==> src/rtl/pipe_ctrl_pkg.sv <==
`default_nettype none
// +----------------------------------------------------------------------------+
// | pipe_ctrl_pkg: shared encodings and constants for the pipeline controller  |
// | Rev 1.0                                                                    |
// +----------------------------------------------------------------------------+
package pipe_ctrl_pkg;

  typedef enum logic [1:0] {
    RUN      = 2'd0,
    MEM_WAIT = 2'd1,
    REDIRECT = 2'd2
  } state_e;

  localparam logic [4:0] c_reg_x0          = 5'd0;
  localparam int         c_timeout_default = 64;

endpackage
`default_nettype wire

==> src/rtl/hazard_detect.sv <==
`default_nettype none
// +----------------------------------------------------------------------------+
// | hazard_detect: load-use comparator between ID/EX load and IF/ID sources    |
// | Rev 1.0                                                                    |
// +----------------------------------------------------------------------------+
module hazard_detect
  import pipe_ctrl_pkg::*;
(
  input  logic       idex_memread,
  input  logic [4:0] idex_rd,
  input  logic [4:0] ifid_rs1,
  input  logic [4:0] ifid_rs2,
  input  logic       ifid_use_rs1,
  input  logic       ifid_use_rs2,
  output logic       load_use
);

  logic rs1_hit;
  logic rs2_hit;

  assign rs1_hit  = ifid_use_rs1 & (ifid_rs1 == idex_rd);
  assign rs2_hit  = ifid_use_rs2 & (ifid_rs2 == idex_rd);
  // x0 is never really written, so a load into it cannot create a hazard
  assign load_use = idex_memread & (idex_rd != c_reg_x0) & (rs1_hit | rs2_hit);

endmodule
`default_nettype wire

==> src/rtl/pipeline_hazard_ctrl.sv <==
`default_nettype none
// +----------------------------------------------------------------------------+
// | pipeline_hazard_ctrl: stall/flush sequencer with perf counters and timeout |
// | Rev 1.0                                                                    |
// +----------------------------------------------------------------------------+
module pipeline_hazard_ctrl
  import pipe_ctrl_pkg::*;
#(
  parameter int CNT_W   = 16,
  parameter int TIMEOUT = c_timeout_default,
  parameter int TO_W    = 7
) (
  input  logic             clk,
  input  logic             reset,
  input  logic             idex_memread,
  input  logic [4:0]       idex_rd,
  input  logic [4:0]       ifid_rs1,
  input  logic [4:0]       ifid_rs2,
  input  logic             ifid_use_rs1,
  input  logic             ifid_use_rs2,
  input  logic             exmem_redirect,
  input  logic             exmem_memreq,
  input  logic             dmem_ready,
  output logic             pc_en,
  output logic             pc_sel_redirect,
  output logic             ifid_en,
  output logic             idex_en,
  output logic             exmem_en,
  output logic             memwb_en,
  output logic             ifid_flush,
  output logic             idex_flush,
  output logic             exmem_flush,
  output logic [1:0]       state,
  output logic [CNT_W-1:0] stall_cnt,
  output logic [CNT_W-1:0] flush_cnt,
  output logic             mem_timeout_err
);

  localparam logic [TO_W-1:0] c_to_limit = TO_W'(TIMEOUT);

  state_e           state_q, state_d;
  logic [TO_W-1:0]  wait_q, wait_d;
  logic [CNT_W-1:0] stall_cnt_q, stall_cnt_d;
  logic [CNT_W-1:0] flush_cnt_q, flush_cnt_d;
  logic             err_q, err_d;

  logic load_use;
  logic ev_mem_stall;
  logic ev_redirect;
  logic ev_load_use;

  hazard_detect u_hazard_detect (
    .idex_memread (idex_memread),
    .idex_rd      (idex_rd),
    .ifid_rs1     (ifid_rs1),
    .ifid_rs2     (ifid_rs2),
    .ifid_use_rs1 (ifid_use_rs1),
    .ifid_use_rs2 (ifid_use_rs2),
    .load_use     (load_use)
  );

  // In REDIRECT the younger stages hold killed bubbles, so no event can be real
  assign ev_mem_stall = exmem_memreq & ~dmem_ready & (state_q != REDIRECT);
  assign ev_redirect  = exmem_redirect & (state_q != REDIRECT);
  assign ev_load_use  = load_use & (state_q != REDIRECT);

  always_comb begin
    pc_en           = 1'b1;
    pc_sel_redirect = 1'b0;
    ifid_en         = 1'b1;
    idex_en         = 1'b1;
    exmem_en        = 1'b1;
    memwb_en        = 1'b1;
    ifid_flush      = 1'b0;
    idex_flush      = 1'b0;
    exmem_flush     = 1'b0;
    if (ev_mem_stall) begin
      pc_en    = 1'b0;
      ifid_en  = 1'b0;
      idex_en  = 1'b0;
      exmem_en = 1'b0;
      memwb_en = 1'b0;
    end else if (ev_redirect) begin
      pc_sel_redirect = 1'b1;
      ifid_flush      = 1'b1;
      idex_flush      = 1'b1;
      exmem_flush     = 1'b1;
    end else if (ev_load_use) begin
      pc_en      = 1'b0;
      ifid_en    = 1'b0;
      idex_flush = 1'b1;
    end
  end

  always_comb begin
    state_d     = state_q;
    wait_d      = wait_q;
    err_d       = err_q;
    stall_cnt_d = stall_cnt_q;
    flush_cnt_d = flush_cnt_q;
    case (state_q)
      RUN: begin
        if (ev_mem_stall) begin
          state_d = MEM_WAIT;
          wait_d  = TO_W'(1);
        end else if (ev_redirect) begin
          state_d = REDIRECT;
        end
      end
      MEM_WAIT: begin
        if (ev_mem_stall) begin
          if (wait_q != c_to_limit) wait_d = wait_q + TO_W'(1);
        end else begin
          state_d = ev_redirect ? REDIRECT : RUN;
          wait_d  = '0;
        end
      end
      REDIRECT: state_d = RUN;
      default:  state_d = RUN;
    endcase
    // The access is never aborted; the error only reports a slow memory
    if ((state_d == MEM_WAIT) && (wait_d == c_to_limit)) err_d = 1'b1;
    if (!pc_en && (stall_cnt_q != '1)) stall_cnt_d = stall_cnt_q + CNT_W'(1);
    if (pc_sel_redirect && (flush_cnt_q != '1)) flush_cnt_d = flush_cnt_q + CNT_W'(1);
  end

  always_ff @(negedge clk or negedge reset) begin
    if (!reset) begin
      state_q     <= RUN;
      wait_q      <= '0;
      err_q       <= 1'b0;
      stall_cnt_q <= '0;
      flush_cnt_q <= '0;
    end else begin
      state_q     <= state_d;
      wait_q      <= wait_d;
      err_q       <= err_d;
      stall_cnt_q <= stall_cnt_d;
      flush_cnt_q <= flush_cnt_d;
    end
  end

  assign state           = state_q;
  assign stall_cnt       = stall_cnt_q;
  assign flush_cnt       = flush_cnt_q;
  assign mem_timeout_err = err_q;

endmodule
`default_nettype wire

==> config.mk <==
export PLATFORM = sky130hd
export DESIGN_NAME = pipeline_hazard_ctrl
export DESIGN_NICKNAME = d
export VERILOG_FILES = /design/src/rtl/pipe_ctrl_pkg.sv /design/src/rtl/hazard_detect.sv /design/src/rtl/pipeline_hazard_ctrl.sv
export SDC_FILE = /design/constraint.sdc
export NUM_CORES = 1
export LEC_CHECK = 0
export BUFFER_PORTS_ARGS = -buffer_cell sky130_fd_sc_hd__buf_2
export CORE_ASPECT_RATIO = 0.5
export CORE_MARGIN = 1
export CORE_UTILIZATION = 47
export DETAILED_ROUTE_END_ITERATION = 10
export GPL_ROUTABILITY_DRIVEN = 1
export GPL_TIMING_DRIVEN = 0
export HOLD_SLACK_MARGIN = 0.12
export PLACE_DENSITY = 0.77
export SETUP_SLACK_MARGIN = 0.1
export SLEW_MARGIN = 20
export SYNTH_ARGS = -nofsm -noshare
export SYNTH_HDL_FRONTEND = slang
export SYNTH_HIERARCHICAL = 1
export SYNTH_SLANG_ARGS = --single-unit
==> constraint.sdc <==
create_clock -name clk -period 2.3 [get_ports clk]
set_input_delay 0.345 -clock clk [delete_from_list [all_inputs] [get_ports clk]]
set_output_delay 0.345 -clock clk [all_outputs]
set_load 0.01 [all_outputs]
==> results of run 1 <==
-- placed cells by master (no fill, tap or decap), drive strengths merged, types with 3 or more instances in the layout --
cell | Yosys | final
a32o | 3 | 3
nand3 | 17 | 17
nand2 | 20 | 20
nor2 | 10 | 10
and3 | 6 | 6
o21ai | 5 | 5
xnor2 | 25 | 25
dfrtn | 42 | 42
a21oi | 5 | 5
and4 | 6 | 6
inv | 9 | 9
buf | 7 | 131
xor2 | 17 | 17
mux2 | 5 | 5
clkbuf | 2 | 7
nand4 | 6 | 6
ha | 4 | 4
and2 | 5 | 5
-- per-layer routing --
layer  GRT usage [%]  wire length, µm
met4            9.18               83
met3            7.80              376
met2            42.1             3460
met1            30.2             2900
met5               0                0
-- cells by family after synthesis --
kind of cell,after synthesis
XOR/XNOR,42
adder cells (fa/ha/maj),4
multiplexers,5
AO/OA/AOI/OAI,26
flip-flops,42
AND/OR/NAND/NOR,83
buffers and inverters,18
-- power by group through the flow --
stage          registers [mW]  clock network [mW]  logic, mW
6_report                0.918               0.465      0.888
2_1_floorplan            1.04                   0      0.288
4_1_cts                 0.912               0.466      0.817
3_3_place_gp             1.00                   0      0.515
3_5_place_dp             1.01                   0      0.535
5_1_grt                 0.929               0.498      0.961
-- metrics by stage --
stage	cells	TNS, ns	total power, mW	setup WS [ns]
finish	418	-27.16	2.27	-0.930
global route	418	-31.27	2.39	-1.06
CTS	403	-22.64	2.20	-0.827
detailed placement	352	-29.06	1.55	-1.19
global placement	352	-27.93	1.52	-1.16
floorplan	220	-18.78	1.32	-0.896
-- registers in the layout, indices dropped and copies added, names as in the netlist --
name	cells
wait_q	7
mem_timeout_err	1
flush_cnt	16
state	2
stall_cnt	16
-- worst max-delay path, stage by stage --
cell and delay [ns]:
buf_6 0.10, xor2_1 0.15, nor4_1 0.29, nand3_1 0.13
a21oi_2 0.16, nor2b_4 0.21, o2111ai_2 0.15, a2111o_1 0.41
nor2_1 0.18, xor2_1 0.10
-- worst min path at each step --
| stage | start | endpoint | slack (ns) | cells after the start |
|---|---|---|---|---|
| floorplan | flush_cnt[5] | flush_cnt[5] | 0.44 | 1 |
| global placement | mem_timeout_err | mem_timeout_err | 0.40 | 2 |
| detailed placement | mem_timeout_err | mem_timeout_err | 0.41 | 2 |
| CTS | mem_timeout_err | mem_timeout_err | 0.41 | 2 |
| global route | mem_timeout_err | mem_timeout_err | 0.42 | 2 |
| finish | mem_timeout_err | mem_timeout_err | 0.41 | 2 |
-- final cells by class --
class | instances | area (µm²)
Buffer | 8 | 72.6
Clock buffer | 5 | 68.8
Clock inverter | 2 | 10.0
Fill cell | 256 | 972
Inverter | 9 | 36.3
Multi-Input combinational cell | 161 | 1350
Timing Repair Buffer | 125 | 932
Sequential cell | 42 | 1050
Tap cell | 66 | 82.6
-- timing repair --
item                                    4_1_cts  5_1_grt
endpoints found under the hold margin         0        0
pin swaps                                    28       13
buffers inserted                             43       16
endpoints found under the setup margin       76       78
gates cloned                                  1        0
resized for setup                            26       18
hold buffers                                  0        0
==> out/qor.yml, run 1 <==
power:
  internal_power_mw: 1.53
  power.switching_mw: 0.746
  p_seq_share_pct: 40.4
  combinationalPowerShare_pct: 39.1
  swShare_pct: 32.8
  power_density_nw_per_um2: 631
  ir_worst_vdd_mv: 0.349
  leakage_nw: 1.76
  p_clk_share_pct: 20.5
timing:
  setup_viol: 77
  rsz0062_at_grt: "true"
  hold_viol_final: 0
  worst_pin_slew_ns: 0.947
  holdWs_ns: 0.406
  skew_ns: 0.00727
  maxSlewHeadroom_pct: 36.8
  drv_slew: 0
  setup_slack_ns: -0.930
synth:
  synth.yosys.seq_area_share_pct: 45.2
  synthXorXnorAreaFrac_pct: 15.8
  synth_area_leaders: "dfrtn_1 (45%), xnor2_1 (9.4%), xor2_1 (6.4%)"
  yosys.area_share.simple_pct: 20.5
  synth_cells: 220
  yosys_warnings: 6
  synth_compound_area_share_pct: 9.96
  muxShareOfSynthArea_pct: 2.42
  synth_top_family_by_area: "simple AND/OR/NAND/NOR gates"
  synthAdderAreaFrac_pct: 2.15
  avgSynthCellArea_um2: 10.6
  ys_top_cells_by_count: "dfrtn_1 (42), xnor2_1 (25), nand2_1 (20)"
  synth_edf_count: 0
  synth_seq_cells: 42
  synth_cell_types: 47
  netlist.area_leader.share_pct: 45.2
  syn_area_um2: 2320
  synth_most_common_cell: "dfrtn_1"
  synth_nets: 247
  synth_ff_type: "dfrtn_1"
  yosysTopAreaCell: "dfrtn_1"
  synthArstFlopShare_pct: 100
placement:
  dp_hpwl_um: 3680
  placed_area_um2: 2860
  io_buffers: 66
  gp_congestion: 0.892
drt:
  vias_per_cell: 5.35
  drc: 0
  first_pass_iters: 5
  ant_nets: 0
  drt-wirelength-per-cell_um: 16.3
  num_vias: 2236
  postRouteWirelength_um: 6820
  drt_iter0_markers: 86
clock_network:
  cts_max_path_buffers: 2
  cts-htree-levels: 2
  clkLatencyLatePin_ns: 0.30
  cts-root-buf: "clkbuf_8"
  numCtsBuffers: 5
  clock-sinks: 42
  clkTransAtPathRegs_ns: 0.06
  cts_tree: "done"
cells_and_area:
  final_nets: 379
  postLayoutCoreUtil_pct: 78.7
  area_growth_syn_to_layout_pct: 54.9
  drive_gt1_share_pct: 50.3
  diodes: 0
  design_area_um2: 3600
floorplanning:
  row_count: 17
  die_area_um2: 5250
  die_w_um: 101
  die_h_um: 51.7
  initial_utilization_pct: 50.8
  ioPinCount: 67
  coreArea_um2: 4570
setup_path:
  crit_start: "idex_rd[1]"
  cp_max_fo: 4
  worstPathArrival_ns: 2.22
  r2r_cells: 9
  cp-endpoint: "stall_cnt[11]"
  ff2ff_setup_slack_ns: 0.10
  path_class: "in -> reg"
  cp-end-kind: "register"
  critical_path.startpoint_type: "input pin"
  r2r-start: "stall_cnt[0]"
  cp.required_ns: 1.29
  r2r-end: "stall_cnt[14]"
global_route:
  grt_antenna_before_repair: 0
  grt_pass1_wl_um: 9780
  grt_use_total_pct: 24.8
  grt_pass1_vias: 2113
  grt.overflow.total: 0
  grt_max_degree: 43
job:
  cap_violations: 0
run_status:
  status: "finished with violations"
  violations: "setup timing"
worst_hold_path:
  hp-class: "reg -> reg"
(Power assumes the default switching activity.)
==> inputs of run 2 (changes only) <==
--- a/config.mk
+++ b/config.mk
@@ -7,16 +7,15 @@
 export LEC_CHECK = 0
 export BUFFER_PORTS_ARGS = -buffer_cell sky130_fd_sc_hd__buf_2
 export CORE_ASPECT_RATIO = 0.5
-export CORE_MARGIN = 1
+export CORE_MARGIN = 5
 export CORE_UTILIZATION = 47
 export DETAILED_ROUTE_END_ITERATION = 10
 export GPL_ROUTABILITY_DRIVEN = 1
 export GPL_TIMING_DRIVEN = 0
 export HOLD_SLACK_MARGIN = 0.12
-export PLACE_DENSITY = 0.77
+export PLACE_DENSITY = 0.78
 export SETUP_SLACK_MARGIN = 0.1
 export SLEW_MARGIN = 20
 export SYNTH_ARGS = -nofsm -noshare
 export SYNTH_HDL_FRONTEND = slang
-export SYNTH_HIERARCHICAL = 1
 export SYNTH_SLANG_ARGS = --single-unit
==> out/qor.yml, run 2 <==
global_route:
  grt_max_degree: 43
  grt_antenna_before_repair: 0
  grt.overflow.total: 0
  grt_pass1_vias: 2251
  grt_pass1_wl_um: 10300
  grt_use_total_pct: 20.6
clock_network:
  numCtsBuffers: 5
  cts-htree-levels: 2
  cts_tree: "done"
  cts_max_path_buffers: 2
  clock-sinks: 42
  clkTransAtPathRegs_ns: 0.06
  clkLatencyLatePin_ns: 0.30
  cts-root-buf: "clkbuf_8"
placement:
  io_buffers: 66
  gp_congestion: 0.864
  dp_slack_ns: -0.996
  placed_area_um2: 2750
  dp_hpwl_um: 3920
run_status:
  status: "finished with violations"
  violations: "setup timing"
synth:
  synth_most_common_cell: "dfrtn_1"
  avgSynthCellArea_um2: 9.79
  synthArstFlopShare_pct: 100
  netlist.area_leader.share_pct: 46.5
  synth_ff_type: "dfrtn_1"
  synth_area_leaders: "dfrtn_1 (46%), xnor2_1 (12%), nand4_1 (5.0%)"
  syn_area_um2: 2260
  synth_cells: 231
  synth_cell_types: 39
  synth_nets: 258
  synth_seq_cells: 42
  ys_top_cells_by_count: "dfrtn_1 (42), xnor2_1 (32), nand2_1 (25)"
  yosys_warnings: 0
  yosysTopAreaCell: "dfrtn_1"
  synth_edf_count: 0
  synth.yosys.seq_area_share_pct: 46.5
timing:
  setup_viol: 78
  worst_pin_slew_ns: 0.924
  skew_ns: 0.0133
  setup_slack_ns: -0.727
  holdWs_ns: 0.448
  rsz0062_at_grt: "true"
  maxSlewHeadroom_pct: 38.4
  hold_viol_final: 0
  drv_slew: 0
cells_and_area:
  nFillCells: 238
  design_area_um2: 3760
  drive_gt1_share_pct: 52.3
  diodes: 0
  area_growth_syn_to_layout_pct: 66.2
  final_common_cell: "buf_4"
  final_nets: 399
  layout_common_cells: "buf_4 (57), buf_2 (49), dfrtn_1 (42)"
drt:
  ant_nets: 0
  drc: 0
  postRouteWirelength_um: 7700
  num_vias: 2361
  first_pass_iters: 4
  vias_per_cell: 5.38
  drt-wirelength-per-cell_um: 17.5
  drt_iter0_markers: 114
floorplanning:
  die_area_um2: 6380
  ioPinCount: 67
  initial_utilization_pct: 49.9
  row_count: 17
  coreArea_um2: 4530
  die_h_um: 59.1
  die_w_um: 108
power:
  power_mw: 2.62
  ir_worst_vdd_mv: 0.672
  leakage_nw: 1.85
  power_density_nw_per_um2: 696
setup_path:
  cp_max_fo: 5
  path_class: "in -> reg"
  critical_path.startpoint_type: "input pin"
  cp-end-kind: "register"
  cp.required_ns: 1.30
  worstPathArrival_ns: 2.03
worst_hold_path:
  hp-class: "reg -> reg"
job:
  cap_violations: 0
## run 2: changes by cell type in the layout (fill, tap and decap cells not counted), moves of 5 or more
cell,delta
inv_1,-5
buf_4,+6
nor3_1,+5
xor2_1,-9
and4_1,-5
xnor2_2,+6
nand2_2,+5
nor2_1,+7
nand4_1,+12
## run 2: stage by stage
step	std cells	TNS, ns	util [%]
after floorplan	231	-18.89	-
after global placement	363	-26.36	60.8
after detailed placement	363	-28.43	60.8
after CTS	420	-21.63	75.7
after global routing	439	-26.49	83.0
final	439	-23.48	83.0
## run 2: critical path, cell delays in order
cell,delay [ns]
buf_8,0.10
or4_4,0.53
o21ai_4,0.18
nor3_4,0.06
a21boi_4,0.16
buf_6,0.14
nor2_4,0.06
buf_12,0.16
mux2_4,0.28
## run 2: area by class of cell
| class | instances | area, µm² | area share, % |
|---|---|---|---|
| multi-input cells | 173 | 1360 | 36.1 |
| flip-flops and latches | 42 | 1050 | 28.0 |
| repair buffers | 134 | 1000 | 26.7 |
| plain buffers | 11 | 97.6 | 2.60 |
| clock buffers | 6 | 82.6 | 2.20 |
| well taps | 66 | 82.6 | 2.20 |
| clock inverters | 2 | 60.1 | 1.60 |
| inverters | 5 | 23.8 | 0.632 |
## run 2: where the power goes
| part | internal [mW] | leakage (nW) | switching (mW) |
|---|---|---|---|
| sequential | 0.859 | 0.561 | 0.0730 |
| clock | 0.464 | 0.0714 | 0.275 |
| combinational | 0.488 | 1.22 | 0.459 |
| total | 1.81 | 1.85 | 0.807 |
## run 2: what timing repair did
| item | CTS | global route |
|---|---|---|
| pin swaps | 9 | 21 |
| hold buffers | 0 | 0 |
| gates resized for setup | 37 | 40 |
| buffers inserted | 49 | 20 |
| gates cloned | 0 | 1 |
| endpoints found under the setup margin | 77 | 79 |
## run 2: worst paths after layout
| path | start | end | slack [ns] | depth (start not counted) |
|---|---|---|---|---|
| max in group asynchronous | reset | flush_cnt[10] | 0.48 | 1 |
| max | idex_rd[1] | stall_cnt[1] | -0.73 | 9 |
| min | flush_cnt[9] | flush_cnt[9] | 0.45 | 1 |
| min in group asynchronous | reset | flush_cnt[14] | 1.21 | 1 |
| max reg2reg | stall_cnt[4] | stall_cnt[1] | 0.02 | 8 |
| min reg2reg | flush_cnt[9] | flush_cnt[9] | 0.45 | 1 |
## run 2: cells by family (layout without fill, tap and decap cells)
group / count (synthesis) / in the layout / synth area share [%]
xor+xnor: 39 / 39 / 15.1
flops: 42 / 42 / 46.5
fa+ha+maj: 4 / 4 / 2.21
simple gates: 102 / 102 / 23.0
buf+inv: 16 / 158 / 4.20
compound gates: 23 / 23 / 6.69
mux: 5 / 5 / 2.32
## run 2: per-layer routing
layer,up-vias,wire (µm),share of wire (%),GRT usage [%]
met5,-,0,0,0
met4,0,315,4.1,7.19
met3,30,575,7.5,3.92
met2,119,3880,50,39.0
met1,1138,2930,38,23.7
li1,1074,-,-,-
==> inputs of run 3 (changes only) <==
--- a/config.mk
+++ b/config.mk
@@ -6,14 +6,16 @@
 export NUM_CORES = 1
 export LEC_CHECK = 0
 export BUFFER_PORTS_ARGS = -buffer_cell sky130_fd_sc_hd__buf_2
+export CELL_PAD_IN_SITES_DETAIL_PLACEMENT = 0
+export CELL_PAD_IN_SITES_GLOBAL_PLACEMENT = 1
 export CORE_ASPECT_RATIO = 0.5
 export CORE_MARGIN = 5
-export CORE_UTILIZATION = 47
+export CORE_UTILIZATION = 39
 export DETAILED_ROUTE_END_ITERATION = 10
 export GPL_ROUTABILITY_DRIVEN = 1
 export GPL_TIMING_DRIVEN = 0
 export HOLD_SLACK_MARGIN = 0.12
-export PLACE_DENSITY = 0.78
+export PLACE_DENSITY = 0.84
 export SETUP_SLACK_MARGIN = 0.1
 export SLEW_MARGIN = 20
 export SYNTH_ARGS = -nofsm -noshare
==> out/qor.yml, run 3 (synthesis results as in run 2) <==
run_status:
  status: "finished with violations"
  violations: "setup timing"
placement:
  gp_congestion: 0.794
  io_buffers: 66
  dp_hpwl_um: 3880
  dp_cells: 370
  placed_area_um2: 2760
power:
  leakage_nw: 1.82
  ir_worst_vdd_mv: 0.603
  power_density_nw_per_um2: 704
  power_mw: 2.64
drt:
  first_pass_iters: 4
  drt_iter0_markers: 80
  drt-wirelength-per-cell_um: 15.2
  ant_nets: 0
  vias_per_cell: 5.04
  num_vias: 2233
  drc: 0
  postRouteWirelength_um: 6730
clock_network:
  cts_max_path_buffers: 2
  numCtsBuffers: 5
  cts_tree: "done"
  cts-hold-fix-buffers: 0
  clock-sinks: 42
  cts-root-buf: "clkbuf_16"
  clkTransAtPathRegs_ns: 0.05
  cts-htree-levels: 2
  clkLatencyLatePin_ns: 0.30
setup_path:
  cp.buffers_inverters: 3
  critPathSlowestCell: "dfrtn_1"
  cp-end-kind: "primary output"
  path_cells: "buf_6, nor2b_4, nor3_2, a21boi_4, buf_6, buf_6"
  worstPathArrival_ns: 2.64
  crit_top_cell: "buf_6"
  slowest_delay_ns: 0.43
  crit_family: "flip-flops"
  path_class: "reg -> out"
  cp.required_ns: 1.96
  critical_path.startpoint_type: "register"
  cp_max_fo: 4
timing:
  rsz0062_at_grt: "true"
  skew_ns: 0.00467
  maxSlewHeadroom_pct: 65.4
  setup_viol: 77
  drv_slew: 0
  setup_slack_ns: -0.686
  hold_viol_final: 0
  worst_pin_slew_ns: 0.519
global_route:
  grt.overflow.total: 0
  grt_pass1_wl_um: 10100
  grt_max_degree: 43
  grt_use_total_pct: 15.9
  grt_antenna_before_repair: 0
  grt_pass1_vias: 2208
floorplanning:
  coreArea_um2: 5560
  die_area_um2: 7520
  die_w_um: 118
  die_h_um: 63.9
  row_count: 19
  initial_utilization_pct: 40.7
  ioPinCount: 67
cells_and_area:
  area_growth_syn_to_layout_pct: 65.8
  diodes: 0
  nFillCells: 407
  multiInputGateArea_um2: 1380
  seq_area_um2: 1050
  drive_gt1_share_pct: 52.7
  fin_cells: 443
  design_area_um2: 3750
  final_common_cell: "buf_2"
  layout_common_cells: "buf_2 (55), buf_4 (53), dfrtn_1 (42)"
  final_nets: 396
worst_hold_path:
  hp-class: "reg -> reg"
job:
  cap_violations: 0
[run 3: per-layer routing]
| metal | vias up | global-route usage [%] | share of wire (%) |
|---|---|---|---|
| met5 | - | 0 | 0 |
| met4 | 0 | 5.87 | 1.7 |
| met3 | 11 | 3.08 | 3.2 |
| met2 | 52 | 28.7 | 52 |
| met1 | 1097 | 19.1 | 43 |
| li1 | 1073 | - | - |
[run 3: area by class of cell]
class,count,share of cell area [%]
Timing Repair Buffer,131,25.5
Clock inverter,3,0.567
Sequential cell,42,28.0
Tap cell,73,2.44
Buffer,11,2.74
Clock buffer,5,3.34
Multi-Input combinational cell,173,36.7
Inverter,5,0.701
[run 3: where the power goes]
group | switching [mW] | internal [mW] | total (mW)
registers | 0.0838 | 0.860 | 0.944
clock network | 0.290 | 0.402 | 0.692
logic | 0.475 | 0.530 | 1.01
[run 3: what timing repair did]
| item | CTS | global route |
|---|---|---|
| pin swaps | 7 | 24 |
| setup buffers | 42 | 21 |
| gates resized for setup | 22 | 54 |
| gates cloned | 0 | 1 |
| endpoints found under the setup margin | 77 | 82 |
[run 3: worst paths after layout]
path / from / end / slack (ns) / cells after the start
setup / recovery: state[1] / pc_en / -0.69 / 6
hold / removal: mem_timeout_err / mem_timeout_err / 0.41 / 1
setup reg to reg: flush_cnt[3] / flush_cnt[1] / 0.07 / 9
hold reg to reg: mem_timeout_err / mem_timeout_err / 0.41 / 1
max in group asynchronous: reset / wait_q[3] / 0.72 / 2
min in group asynchronous: reset / stall_cnt[4] / 1.04 / 1
[run 3: through the flow]
stage               hold slack (ns)  setup TNS [ns]  setup slack [ns]  utilization, %
floorplan                     0.451          -18.89            -0.667               -
global placement              0.398          -26.59            -0.878            49.6
detailed placement            0.411          -27.95            -0.924            49.6
CTS                           0.415          -20.19            -0.660            59.7
global route                  0.444          -25.65            -0.736            67.4
finish                        0.409          -22.51            -0.686            67.4
